==> config.mk <==
export PLATFORM = sky130hd
export DESIGN_NAME = cute_lock_key_sequencer
export DESIGN_NICKNAME = d
export VERILOG_FILES = /design/src/rtl/cute_lock_key_sequencer_pkg.sv /design/src/rtl/cute_lock_key_sequencer_phase_counter.sv /design/src/rtl/cute_lock_key_sequencer.sv
export SDC_FILE = /design/constraint.sdc
export NUM_CORES = 1
export LEC_CHECK = 0
export CAP_MARGIN = 5
export CORE_MARGIN = 2
export CORE_UTILIZATION = 35
export CTS_CLUSTER_SIZE = 10
export DETAILED_ROUTE_END_ITERATION = 8
export PLACE_DENSITY = 0.5
export SLEW_MARGIN = 0
export SYNTH_ARGS = -nofsm -noshare
export SYNTH_HDL_FRONTEND = slang
export SYNTH_SLANG_ARGS = --single-unit
export TNS_END_PERCENT = 1
==> constraint.sdc <==
create_clock -name clk -period 3.1 [get_ports clk]
set_input_delay 0.31 -clock clk [delete_from_list [all_inputs] [get_ports clk]]
set_output_delay 0.31 -clock clk [all_outputs]
set_load 0.02 [all_outputs]
==> src/rtl/cute_lock_key_sequencer_pkg.sv <==
// Shared constants and FSM state type for the time-varying key interface.
// Locked cores import the same constants so their key-window period matches.
package cute_lock_key_sequencer_pkg;

    localparam int unsigned DEF_KEY_W     = 5;
    localparam int unsigned DEF_NUM_KEYS  = 2;
    localparam int unsigned DEF_PHASE_LEN = 5;

    typedef enum logic [1:0] {
        EMPTY,
        LOADING,
        ARMED,
        ACTIVE
    } seq_state_t;

endpackage

==> src/rtl/cute_lock_key_sequencer_phase_counter.sv <==
// Free-running key-window counter (0..PERIOD-1) with phase = counter / PHASE_LEN.
// Also exports the phase of the upcoming count so registered consumers stay aligned.
module cute_lock_phase_counter
    import cute_lock_key_sequencer_pkg::*;
#(
    parameter int unsigned NUM_KEYS  = DEF_NUM_KEYS,
    parameter int unsigned PHASE_LEN = DEF_PHASE_LEN
) (
    input  logic                                     clk,
    input  logic                                     rst,
    output logic [$clog2(NUM_KEYS*PHASE_LEN)-1:0]    counter,
    output logic [$clog2(NUM_KEYS)-1:0]              phase,
    output logic [$clog2(NUM_KEYS)-1:0]              phase_nxt,
    output logic                                     wrap
);

    localparam int unsigned PERIOD = NUM_KEYS * PHASE_LEN;
    localparam int unsigned CW     = $clog2(PERIOD);
    localparam int unsigned PW     = $clog2(NUM_KEYS);

    logic [CW-1:0] counter_nxt;

    // Phase boundaries are constant, so a compare chain replaces the divider.
    function automatic logic [PW-1:0] phase_of(input logic [CW-1:0] c);
        phase_of = '0;
        for (int unsigned k = 1; k < NUM_KEYS; k++) begin
            if (c >= CW'(k * PHASE_LEN)) begin
                phase_of = PW'(k);
            end
        end
    endfunction

    always_comb begin
        wrap        = (counter == CW'(PERIOD - 1));
        counter_nxt = wrap ? '0 : counter + CW'(1);
        phase       = phase_of(counter);
        phase_nxt   = phase_of(counter_nxt);
    end

    always_ff @(posedge clk) begin
        if (rst) begin
            counter <= '0;
        end else begin
            counter <= counter_nxt;
        end
    end

endmodule

==> src/rtl/cute_lock_key_sequencer.sv <==
// Key-delivery sequencer: loads a serial key set into a shadow, commits it on a
// period boundary and drives one key per counter phase onto keyinput.
module cute_lock_key_sequencer
    import cute_lock_key_sequencer_pkg::*;
#(
    parameter int unsigned KEY_W     = DEF_KEY_W,
    parameter int unsigned NUM_KEYS  = DEF_NUM_KEYS,
    parameter int unsigned PHASE_LEN = DEF_PHASE_LEN
) (
    input  logic                                     clk,
    input  logic                                     rst,
    input  logic                                     zeroize,
    input  logic                                     ld_valid,
    input  logic                                     ld_bit,
    output logic                                     ld_ready,
    output logic [KEY_W-1:0]                         keyinput,
    output logic                                     key_active,
    output logic [$clog2(NUM_KEYS)-1:0]              phase,
    output logic [$clog2(NUM_KEYS*PHASE_LEN)-1:0]    counter
);

    localparam int unsigned TOTAL = NUM_KEYS * KEY_W;
    localparam int unsigned PW    = $clog2(NUM_KEYS);

    typedef logic [NUM_KEYS-1:0][KEY_W-1:0] keyset_t;

    seq_state_t        state, state_n;
    logic [TOTAL-1:0]  shadow, shadow_n;
    logic [TOTAL-1:0]  pos, pos_n;
    keyset_t           active, active_n;
    logic              key_active_n;
    logic [KEY_W-1:0]  keyinput_n;
    logic [PW-1:0]     phase_nxt;
    logic              wrap;
    logic              accept;

    cute_lock_phase_counter #(
        .NUM_KEYS  (NUM_KEYS),
        .PHASE_LEN (PHASE_LEN)
    ) u_phase_counter (
        .clk       (clk),
        .rst       (rst),
        .counter   (counter),
        .phase     (phase),
        .phase_nxt (phase_nxt),
        .wrap      (wrap)
    );

    always_comb begin
        ld_ready     = !zeroize;
        accept       = ld_valid && ld_ready;
        state_n      = state;
        shadow_n     = shadow;
        pos_n        = pos;
        active_n     = active;
        key_active_n = key_active;

        if (zeroize) begin
            state_n      = EMPTY;
            shadow_n     = '0;
            pos_n        = TOTAL'(1);
            active_n     = '0;
            key_active_n = 1'b0;
        end else begin
            case (state)
                EMPTY, LOADING: begin
                    if (accept) begin
                        // pos is a one-hot write pointer into the flat shadow.
                        for (int unsigned i = 0; i < TOTAL; i++) begin
                            if (pos[i]) begin
                                shadow_n[i] = ld_bit;
                            end
                        end
                        pos_n   = pos << 1;
                        state_n = pos[TOTAL-1] ? ARMED : LOADING;
                    end
                end
                ARMED, ACTIVE: begin
                    if (state == ARMED && wrap) begin
                        active_n     = keyset_t'(shadow);
                        key_active_n = 1'b1;
                        state_n      = ACTIVE;
                    end
                    // Commit (if any) has already taken the old shadow; restart at bit 0.
                    if (accept) begin
                        shadow_n = {{(TOTAL-1){1'b0}}, ld_bit};
                        pos_n    = TOTAL'(2);
                        state_n  = LOADING;
                    end
                end
                default: begin
                    state_n = EMPTY;
                end
            endcase
        end

        keyinput_n = key_active_n ? active_n[phase_nxt] : '0;
    end

    always_ff @(posedge clk) begin
        if (rst) begin
            state      <= EMPTY;
            shadow     <= '0;
            pos        <= TOTAL'(1);
            active     <= '0;
            key_active <= 1'b0;
            keyinput   <= '0;
        end else begin
            state      <= state_n;
            shadow     <= shadow_n;
            pos        <= pos_n;
            active     <= active_n;
            key_active <= key_active_n;
            keyinput   <= keyinput_n;
        end
    end

endmodule

==> flow_metrics.env, run 1 <==
export IMPL_ff2ff_setup_slack_ns=1.05
export IMPL_synth_distinct_cells=36
export IMPL_rows=25
export IMPL_fin_tns_setup_ns=0
export IMPL_worst_slack_ns=0.896
export IMPL_fill_cells=468
export IMPL_period_share_pct=71.1
export IMPL_fin_worst_skew_ns=0.00883
export IMPL_drt_iter0_drc=67
export IMPL_pin_count=17
export IMPL_maxSlewHeadroom_pct=42.8
export IMPL_r2r_end="keyinput[2]"
export IMPL_final_nets=207
export IMPL_syn_area_sq_um=1770
export IMPL_crit_path_end="phase"
export IMPL_rsz0062_at_grt="no"
export IMPL_vias_per_cell=5.07
export IMPL_synthFlopType="dfxtp_1"
export IMPL_gp_congestion=0.705
export IMPL_start_util_pct=36.9
export IMPL_ff2ff_path_depth=5
export IMPL_cts_root_buf="clkbuf_8"
export IMPL_fp_dieW_um=75.0
export IMPL_synth_edf_count=0
export IMPL_drc=0
export IMPL_htreeDepth=2
export IMPL_diodes=0
export IMPL_syn_to_final_growth_pct=16.4
export IMPL_worstReg2RegStart="u_phase_counter.counter[0]"
export IMPL_hold_class="reg -> reg"
export IMPL_holdBufCountCts=0
export IMPL_cts_tree="done"
export IMPL_vias=1349
export IMPL_post_drt_wl_per_cell_um=14.1
export IMPL_grtUsageTotal_pct=15.1
export IMPL_seq_area_frac_synth_pct=47.6
export IMPL_syn_num_nets=192
export IMPL_setup_viol=0
export IMPL_outcome="finished, final reports clean"
export IMPL_hold_violations=0
export IMPL_critPathMaxFanout=7
export IMPL_insertion_delay_ns=0.30
export IMPL_max_cap_violations=0
export IMPL_dieArea_sq_um=5630
export IMPL_core_sq_um=4790
export IMPL_ys_ff_latch=42
export IMPL_ant_nets=0
export IMPL_grt_pass1_wl_um=6400
export IMPL_powerDensity_nw_per_um2=468
export IMPL_drv_slew=0
export IMPL_dpl_hpwl_um=2610
export IMPL_clock_sinks=42
export IMPL_antenna_found_initial=0
export IMPL_path_class="reg -> out"
export IMPL_port_buffers=16
export IMPL_post_route_min_period_ns=2.20
export IMPL_worst_pin_slew_ns=0.858
export IMPL_cp_start_kind="flip-flop"
export IMPL_power_total_mw=0.962
export IMPL_cts_setup_buffers=0
export IMPL_syn_inst=184
export IMPL_p_leak_nw=0.696
export IMPL_fmax_ghz=0.454
export IMPL_die_y_um=75.0
export IMPL_cp_startpoint="u_phase_counter.counter[0]"
export IMPL_dp_slack_ns=1.03
export IMPL_grt_pass1_vias=1267
export IMPL_ys_async_sr_fraction_pct=0
export IMPL_cts_made_buffers=5
export IMPL_clockBufferDepth=2
export IMPL_drive_gt1_share_pct=8.54
export IMPL_dp_cells=259
export IMPL_syn_area_per_cell_sq_um=9.60
export IMPL_yosys_warnings=0
export IMPL_crit_path_end_kind="output port"
export IMPL_cts_clk_slew_worst_paths_ns=0.08
export IMPL_arrival_ns=1.89
export IMPL_dr_pass1_iters=4
export IMPL_placed_cell_area_sq_um=1980
export IMPL_routed_wl_um=3760
export IMPL_cts_resized_gates=0
export IMPL_grt_max_degree=27
export IMPL_stdcell_count=266
export IMPL_postLayoutCellArea_sq_um=2060
export IMPL_max_vdd_ir_drop_uv=202
export IMPL_required_ns=2.79
export IMPL_grt_overflow=0
==> cell type report <==
cell class / instances / area [sq um] / area share, %
repair buffers: 19 / 183 / 8.89
multi-input cells: 125 / 850 / 41.3
clock buffers: 7 / 76.3 / 3.71
inverters: 6 / 22.5 / 1.10
flip-flops and latches: 42 / 841 / 40.9
well taps: 67 / 83.8 / 4.08
==> layout by cell type, fill, tap and decap left out, types with 2 or more instances in the layout <==
cell type	count
nand3b_1	8
a21oi_1	10
clkdlybuf4s50_1	16
clkbuf_1	2
ha_1	3
nor2_1	18
inv_1	6
and3_4	5
mux2i_1	7
dfxtp_1	42
clkbuf_8	5
a22oi_1	9
nor3b_1	2
nand2_1	11
o21a_1	5
a211oi_1	5
buf_4	3
a21o_1	2
o21ai_1	12
a2111oi_1	5
nor2b_1	3
nand2b_1	2
a21boi_0	4
nand4b_1	2
==> stage by stage <==
stage,hold slack (ns),utilization (%)
3_3_place_gp,0.446,41.4
2_1_floorplan,0.382,-
5_1_grt,0.487,43.0
4_1_cts,0.472,43.0
3_5_place_dp,0.458,41.4
6_report,0.473,43.0
==> sequential cells by signal, indices dropped and copies added (netlist names) <==
name	count
active	10
pos	10
shadow	10
keyinput	5
u_phase_counter.counter	4
state	2
key_active	1
==> cell families (layout without fill, tap and decap cells) <==
logic type	after synthesis	count (layout)	synth area share, %
AOI/OAI and AO/OA	56	56	21.9
adders and majority gates	3	3	2.12
buffers and inverters	17	32	4.32
DFF	42	42	47.6
muxes	7	7	3.97
and+or+nand+nor	59	59	20.1
==> critical path: stages, from the launching register on <==
cell	delay [ns]
dfxtp_1	0.47
ha_1	0.29
nand2b_1	0.13
a21o_1	0.11
clkdlybuf4s50_1	0.59
==> power breakdown <==
group	leakage, nW	switching, mW	total, mW	internal (mW)
registers	0.339	0.00724	0.552	0.544
logic	0.318	0.0441	0.0756	0.0316
clock network	0.0383	0.179	0.334	0.155
==> metal layers <==
metal	vias to the layer above	GRT usage (%)	share of wire (%)
met5	-	0	0
met4	0	6.55	1.8
met3	7	4.42	3.5
met2	20	21.6	44
met1	636	21.1	51
li1	686	-	-
==> cells in the mapped netlist, types with 2 or more instances <==
master / number / area (sq um)
dfxtp_1: 42 / 841
nor2_1: 18 / 67.6
o21ai_1: 12 / 60.1
nand2_1: 11 / 41.3
a21oi_1: 10 / 50.1
a22oi_1: 9 / 67.6
clkbuf_1: 8 / 30.0
nand3b_1: 8 / 60.1
mux2i_1: 7 / 70.1
inv_1: 6 / 22.5
a2111oi_1: 5 / 50.1
a211oi_1: 5 / 37.5
and3_4: 5 / 56.3
o21a_1: 5 / 37.5
a21boi_0: 4 / 30.0
ha_1: 3 / 37.5
nor2b_1: 3 / 18.8
a21o_1: 2 / 15.0
nand2b_1: 2 / 12.5
nand4b_1: 2 / 17.5
nor3b_1: 2 / 15.0
==> how the worst min path moves through the flow <==
stage | start | endpoint | slack (ns) | cells after the start
2_1_floorplan | rst | u_phase_counter.counter[2] | 0.38 | 1
3_3_place_gp | pos[0] | pos[0] | 0.45 | 2
3_5_place_dp | pos[0] | pos[0] | 0.46 | 2
4_1_cts | pos[0] | pos[0] | 0.47 | 2
5_1_grt | pos[0] | pos[0] | 0.49 | 2
6_report | pos[0] | pos[0] | 0.47 | 2
No activity file was read; power rests on OpenSTA's default activity.
==> run 2, diff against run 1 <==
--- a/config.mk
+++ b/config.mk
@@ -10,7 +10,7 @@
 export CORE_UTILIZATION = 35
 export CTS_CLUSTER_SIZE = 10
 export DETAILED_ROUTE_END_ITERATION = 8
-export PLACE_DENSITY = 0.5
+export PLACE_DENSITY = 0.52
 export SLEW_MARGIN = 0
 export SYNTH_ARGS = -nofsm -noshare
 export SYNTH_HDL_FRONTEND = slang
==> constraint.sdc (replaced) <==
create_clock -name clk -period 1.8 [get_ports clk]
set_input_delay 0.18 -clock clk [delete_from_list [all_inputs] [get_ports clk]]
set_output_delay 0.18 -clock clk [all_outputs]
set_load 0.02 [all_outputs]
==> run 2 against run 1 <==
- worst setup slack got worse by 0.85 ns
- global-route usage fell by 0.56 points
- largest cell class unchanged
- non-clock buffer count rose by 11
- die area did not move
- sequential share of layout area fell by 3.3 points
- highest routed layer unchanged
- sequential cell count did not move
- clock power rose to 2.7 times the previous value
==> flow_metrics.env, run 2 (synthesis gave the netlist of run 1 again) <==
export IMPL_core_sq_um=4790
export IMPL_fp_dieW_um=75.0
export IMPL_vias_per_cell=5.01
export IMPL_worstReg2RegStart="u_phase_counter.counter[1]"
export IMPL_cts_root_buf="clkbuf_8"
export IMPL_pin_count=17
export IMPL_htreeDepth=2
export IMPL_arrival_ns=1.91
export IMPL_crit_chain="inv_1, ha_1, buf_4, or3b_1, o211ai_4, a21o_1, a211oi_1"
export IMPL_fmax_ghz=0.569
export IMPL_diodes=0
export IMPL_cp_start_kind="flip-flop"
export IMPL_fin_tns_setup_ns=0
export IMPL_hold_path_depth=2
export IMPL_final_nets=219
export IMPL_min_to="pos[0]"
export IMPL_insertion_delay_ns=0.28
export IMPL_drt_iter0_drc=68
export IMPL_dp_cells=270
export IMPL_outcome="finished, final reports clean"
export IMPL_critPathMaxStageDelay_ns=0.39
export IMPL_syn_to_final_growth_pct=26.9
export IMPL_routed_wl_um=3770
export IMPL_crit_buf_inv=2
export IMPL_start_util_pct=36.9
export IMPL_dpl_hpwl_um=2700
export IMPL_dp_slack_ns=-0.0414
export IMPL_path_class="reg -> reg"
export IMPL_crit_family="compound AO/OA/AOI/OAI gates"
export IMPL_clock_sinks=42
export IMPL_cts_clk_slew_worst_paths_ns=0.08
export IMPL_period_share_pct=97.6
export IMPL_hold_class="reg -> reg"
export IMPL_grt_pass1_vias=1294
export IMPL_gp_congestion=0.754
export IMPL_drive_gt1_share_pct=16.0
export IMPL_hold_violations=0
export IMPL_post_route_min_period_ns=1.76
export IMPL_clockBufferDepth=2
export IMPL_powerDensity_nw_per_um2=893
export IMPL_port_buffers=16
export IMPL_worst_pin_slew_ns=0.426
export IMPL_fin_util_pct=46.8
export IMPL_rsz0062_at_grt="yes"
export IMPL_stdcell_count=279
export IMPL_required_ns=1.95
export IMPL_cts_tree="done"
export IMPL_vias=1398
export IMPL_postLayoutCellArea_sq_um=2240
export IMPL_drc=0
export IMPL_p_leak_nw=0.796
export IMPL_hold_slack_ns=0.463
export IMPL_min_delay_start="pos[0]"
export IMPL_dieArea_sq_um=5630
export IMPL_cts_made_buffers=5
export IMPL_antenna_found_initial=0
export IMPL_grt_pass1_wl_um=6270
export IMPL_cts_setup_buffers=0
export IMPL_fin_worst_skew_ns=0.00322
export IMPL_placed_cell_area_sq_um=2080
export IMPL_mostFrequentLayoutCells="41 x dfxtp_1, 18 x nor2_1, 15 x clkdlybuf4s50_1"
export IMPL_ff2ff_path_depth=7
export IMPL_ant_nets=0
export IMPL_critPathMaxFanout=7
export IMPL_worst_slack_ns=0.0437
export IMPL_maxSlewHeadroom_pct=71.4
export IMPL_ff2ff_setup_slack_ns=0.04
export IMPL_grt_overflow=0
export IMPL_grtUsageTotal_pct=14.6
export IMPL_layout_commonest_cell="dfxtp_1"
export IMPL_max_vdd_ir_drop_uv=448
export IMPL_drv_slew=0
export IMPL_rows=25
export IMPL_post_drt_wl_per_cell_um=13.5
export IMPL_slowest_stage="or3b_1"
export IMPL_reg_top3="active (10), pos (10), shadow (10)"
export IMPL_grt_max_degree=27
export IMPL_dr_pass1_iters=4
export IMPL_setup_viol=0
export IMPL_crit_path_end_kind="flip-flop"
export IMPL_power_total_mw=2.00
export IMPL_die_y_um=75.0
export IMPL_max_cap_violations=0
export IMPL_r2r_end="keyinput[2]"
-- run 2: cell type report --
| class | count | area (sq um) |
|---|---|---|
| clock buffers | 6 | 82.6 |
| clock inverters | 2 | 60.1 |
| fillers | 461 | 2540 |
| inverters | 6 | 22.5 |
| multi-input cells | 126 | 875 |
| flip-flops and latches | 42 | 842 |
| well taps | 67 | 83.8 |
| repair buffers | 30 | 277 |
-- run 2: per-layer routing --
metal	vias to the layer above	part of all wire, %	global-route usage, %
met1	652	49	20.0
met5	-	0	0
met3	2	4.4	3.75
li1	720	-	-
met4	0	0.58	5.36
met2	24	46	22.1
-- run 2: where the power goes --
part,switching (mW),internal [mW],total [mW]
clock network,0.303,0.591,0.894
registers,0.00601,0.938,0.944
logic,0.0888,0.0747,0.164
-- run 2: worst max-delay path by stage --
stage / from / endpoint / slack, ns / cells past startpoint
detailed placement: u_phase_counter.counter[1] / keyinput[1] / -0.04 / 6
CTS: u_phase_counter.counter[1] / keyinput[3] / 0.04 / 6
floorplan: u_phase_counter.counter[0] / keyinput[0] / 0.03 / 5
global placement: u_phase_counter.counter[1] / keyinput[1] / -0.006 / 6
finish: u_phase_counter.counter[1] / keyinput[2] / 0.04 / 7
global route: u_phase_counter.counter[1] / keyinput[4] / -0.03 / 7
-- run 2: worst min-delay path, delay by kind of cell (launching register included) --
kind / cells / cell delay (ns)
flip-flops: 1 / 0.31
buffers and inverters: 1 / 0.05
AO/OA/AOI/OAI: 1 / 0.06
-- run 2: timing repair --
action	CTS	global route
setup endpoints to repair	6	5
gates resized for setup	3	1
pin swaps	0	2
gates cloned	0	1
hold buffers	0	0
hold endpoints to repair	0	0
==> run 3, diff against run 2 <==
--- a/config.mk
+++ b/config.mk
@@ -10,7 +10,7 @@
 export CORE_UTILIZATION = 35
 export CTS_CLUSTER_SIZE = 10
 export DETAILED_ROUTE_END_ITERATION = 8
-export PLACE_DENSITY = 0.52
+export PLACE_DENSITY_LB_ADDON = 0.05
 export SLEW_MARGIN = 0
 export SYNTH_ARGS = -nofsm -noshare
 export SYNTH_HDL_FRONTEND = slang
==> run 3 against run 2 <==
- the run now ends with setup timing left
- critical path type unchanged
- maximum frequency decreased by 4.1%
- hold slack improved by 0.013 ns
- global-route usage increased by 0.12 points
- die area unchanged
- sequential cell count unchanged
- critical endpoint is now keyinput[0]
- combinational power about the same
- cell area decreased by 2.5%
- sequential share of layout area increased by 0.97 points
- critical path depth decreased by 2
==> flow_metrics.env, run 3 (synthesis gave the netlist of run 1 again) <==
export IMPL_outcome="finished with violations"
export IMPL_violations="setup timing"
export IMPL_grt_overflow=0
export IMPL_post_drt_wl_per_cell_um=13.6
export IMPL_grtUsageTotal_pct=14.7
export IMPL_clock_sinks=42
export IMPL_multi_input_area_sq_um=866
export IMPL_cts_made_buffers=5
export IMPL_crit_chain="inv_1, ha_1, or2_2, a2111oi_1, a211oi_1"
export IMPL_final_nets=217
export IMPL_drive_gt1_share_pct=16.2
export IMPL_clockBufferDepth=2
export IMPL_vias_per_cell=4.92
export IMPL_period_share_pct=102
export IMPL_mostFrequentLayoutCells="41 x dfxtp_1, 18 x nor2_1, 15 x clkdlybuf4s50_1"
export IMPL_grt_pass1_wl_um=6240
export IMPL_critPathMaxStageDelay_ns=0.53
export IMPL_core_sq_um=4790
export IMPL_crit_family="compound AO/OA/AOI/OAI gates"
export IMPL_worstReg2RegStart="u_phase_counter.counter[0]"
export IMPL_cts_root_buf="clkbuf_8"
export IMPL_r2r_end="keyinput[0]"
export IMPL_die_y_um=75.0
export IMPL_start_util_pct=36.9
export IMPL_dieArea_sq_um=5630
export IMPL_setup_viol=1
export IMPL_worst_pin_slew_ns=0.570
export IMPL_max_vdd_ir_drop_uv=464
export IMPL_critPathMaxFanout=6
export IMPL_min_delay_start="pos[0]"
export IMPL_port_buffers=16
export IMPL_drt_iter0_drc=70
export IMPL_crit_buf_inv=1
export IMPL_layout_commonest_cell="dfxtp_1"
export IMPL_post_route_min_period_ns=1.83
export IMPL_cts_clk_slew_worst_paths_ns=0.07
export IMPL_cp_start_kind="flip-flop"
export IMPL_fp_dieW_um=75.0
export IMPL_ff2ff_setup_slack_ns=-0.03
export IMPL_maxSlewHeadroom_pct=61.8
export IMPL_path_class="reg -> reg"
export IMPL_drc=0
export IMPL_fmax_ghz=0.546
export IMPL_ant_nets=0
export IMPL_arrival_ns=1.99
export IMPL_required_ns=1.95
export IMPL_cts_tree="done"
export IMPL_grt_max_degree=27
export IMPL_routed_wl_um=3770
export IMPL_rsz0062_at_grt="yes"
export IMPL_vias=1363
export IMPL_antenna_found_initial=0
export IMPL_p_leak_nw=0.772
export IMPL_syn_to_final_growth_pct=23.7
export IMPL_powerDensity_nw_per_um2=837
export IMPL_max_cap_violations=0
export IMPL_stdcell_count=277
export IMPL_gp_congestion=0.751
export IMPL_dp_cells=269
export IMPL_fin_util_pct=45.7
export IMPL_insertion_delay_ns=0.29
export IMPL_htreeDepth=2
export IMPL_slowest_stage="a2111oi_1"
export IMPL_fill_cells=475
export IMPL_dpl_hpwl_um=2680
export IMPL_hold_path_depth=2
export IMPL_min_to="pos[0]"
export IMPL_diodes=0
export IMPL_crit_path_end_kind="flip-flop"
export IMPL_ff2ff_path_depth=5
export IMPL_holdBufCountCts=0
export IMPL_power_total_mw=1.83
export IMPL_reg_top3="active (10), pos (10), shadow (10)"
export IMPL_fin_tns_setup_ns=-0.0312
export IMPL_pin_count=17
export IMPL_regArea_sq_um=842
export IMPL_drv_slew=0
export IMPL_rows=25
export IMPL_hold_class="reg -> reg"
export IMPL_fin_worst_skew_ns=0.00310
export IMPL_hold_violations=0
export IMPL_grt_pass1_vias=1259
export IMPL_worst_slack_ns=-0.0312
export IMPL_dr_pass1_iters=4
==> run 3: worst reg2reg max path: stages (launching register included) <==
cell	delay, ns
dfxtp_1	0.36
inv_1	0.05
ha_1	0.30
or2_2	0.37
a2111oi_1	0.53
a211oi_1	0.09
==> run 3: final cells by class <==
class	instances	share of cell area, %
Sequential cell	42	38.5
Timing Repair Buffer	29	12.1
Multi-Input combinational cell	125	39.6
Tap cell	67	3.84
Inverter	6	1.03
Clock buffer	7	3.49
Clock inverter	1	1.37
==> run 3: what timing repair did <==
| item | 4_1_cts | 5_1_grt |
|---|---|---|
| resized for setup | 3 | 4 |
| setup endpoints to repair | 5 | 6 |
| buffers inserted | 0 | 0 |
| pin swaps | 0 | 0 |
| gates cloned | 0 | 0 |
==> run 3: power by group <==
part	internal (mW)	total [mW]	leakage (nW)	switching, mW
clock network	0.415	0.720	0.0524	0.305
registers	0.938	0.944	0.340	0.00613
logic	0.0739	0.166	0.380	0.0922
==> run 3: how the worst max path moves through the flow <==
stage | start | to | slack, ns | depth (start not counted)
final | u_phase_counter.counter[0] | keyinput[0] | -0.03 | 5
after detailed placement | u_phase_counter.counter[1] | keyinput[2] | -0.08 | 6
after global routing | u_phase_counter.counter[0] | keyinput[0] | -0.10 | 5
after floorplan | u_phase_counter.counter[0] | keyinput[0] | 0.03 | 5
after CTS | u_phase_counter.counter[0] | keyinput[2] | -0.03 | 5
after global placement | u_phase_counter.counter[1] | keyinput[2] | -0.06 | 6
==> run 3: per-layer routing <==
layer,vias to the layer above,global-route usage [%],part of all wire [%]
met4,0,5.36,1.1
met1,637,21.3,52
li1,707,-,-
met3,5,3.21,2.5
met2,14,21.3,44
met5,-,0,0
==> run 3: through the flow <==
step	hold slack (ns)	worst slack [ns]	cell area (sq um)
finish	0.476	-0.0312	2190
floorplan	0.249	0.0288	1770
detailed placement	0.467	-0.0766	2070
global route	0.504	-0.103	2190
global placement	0.448	-0.0564	2070
CTS	0.479	-0.0269	2180
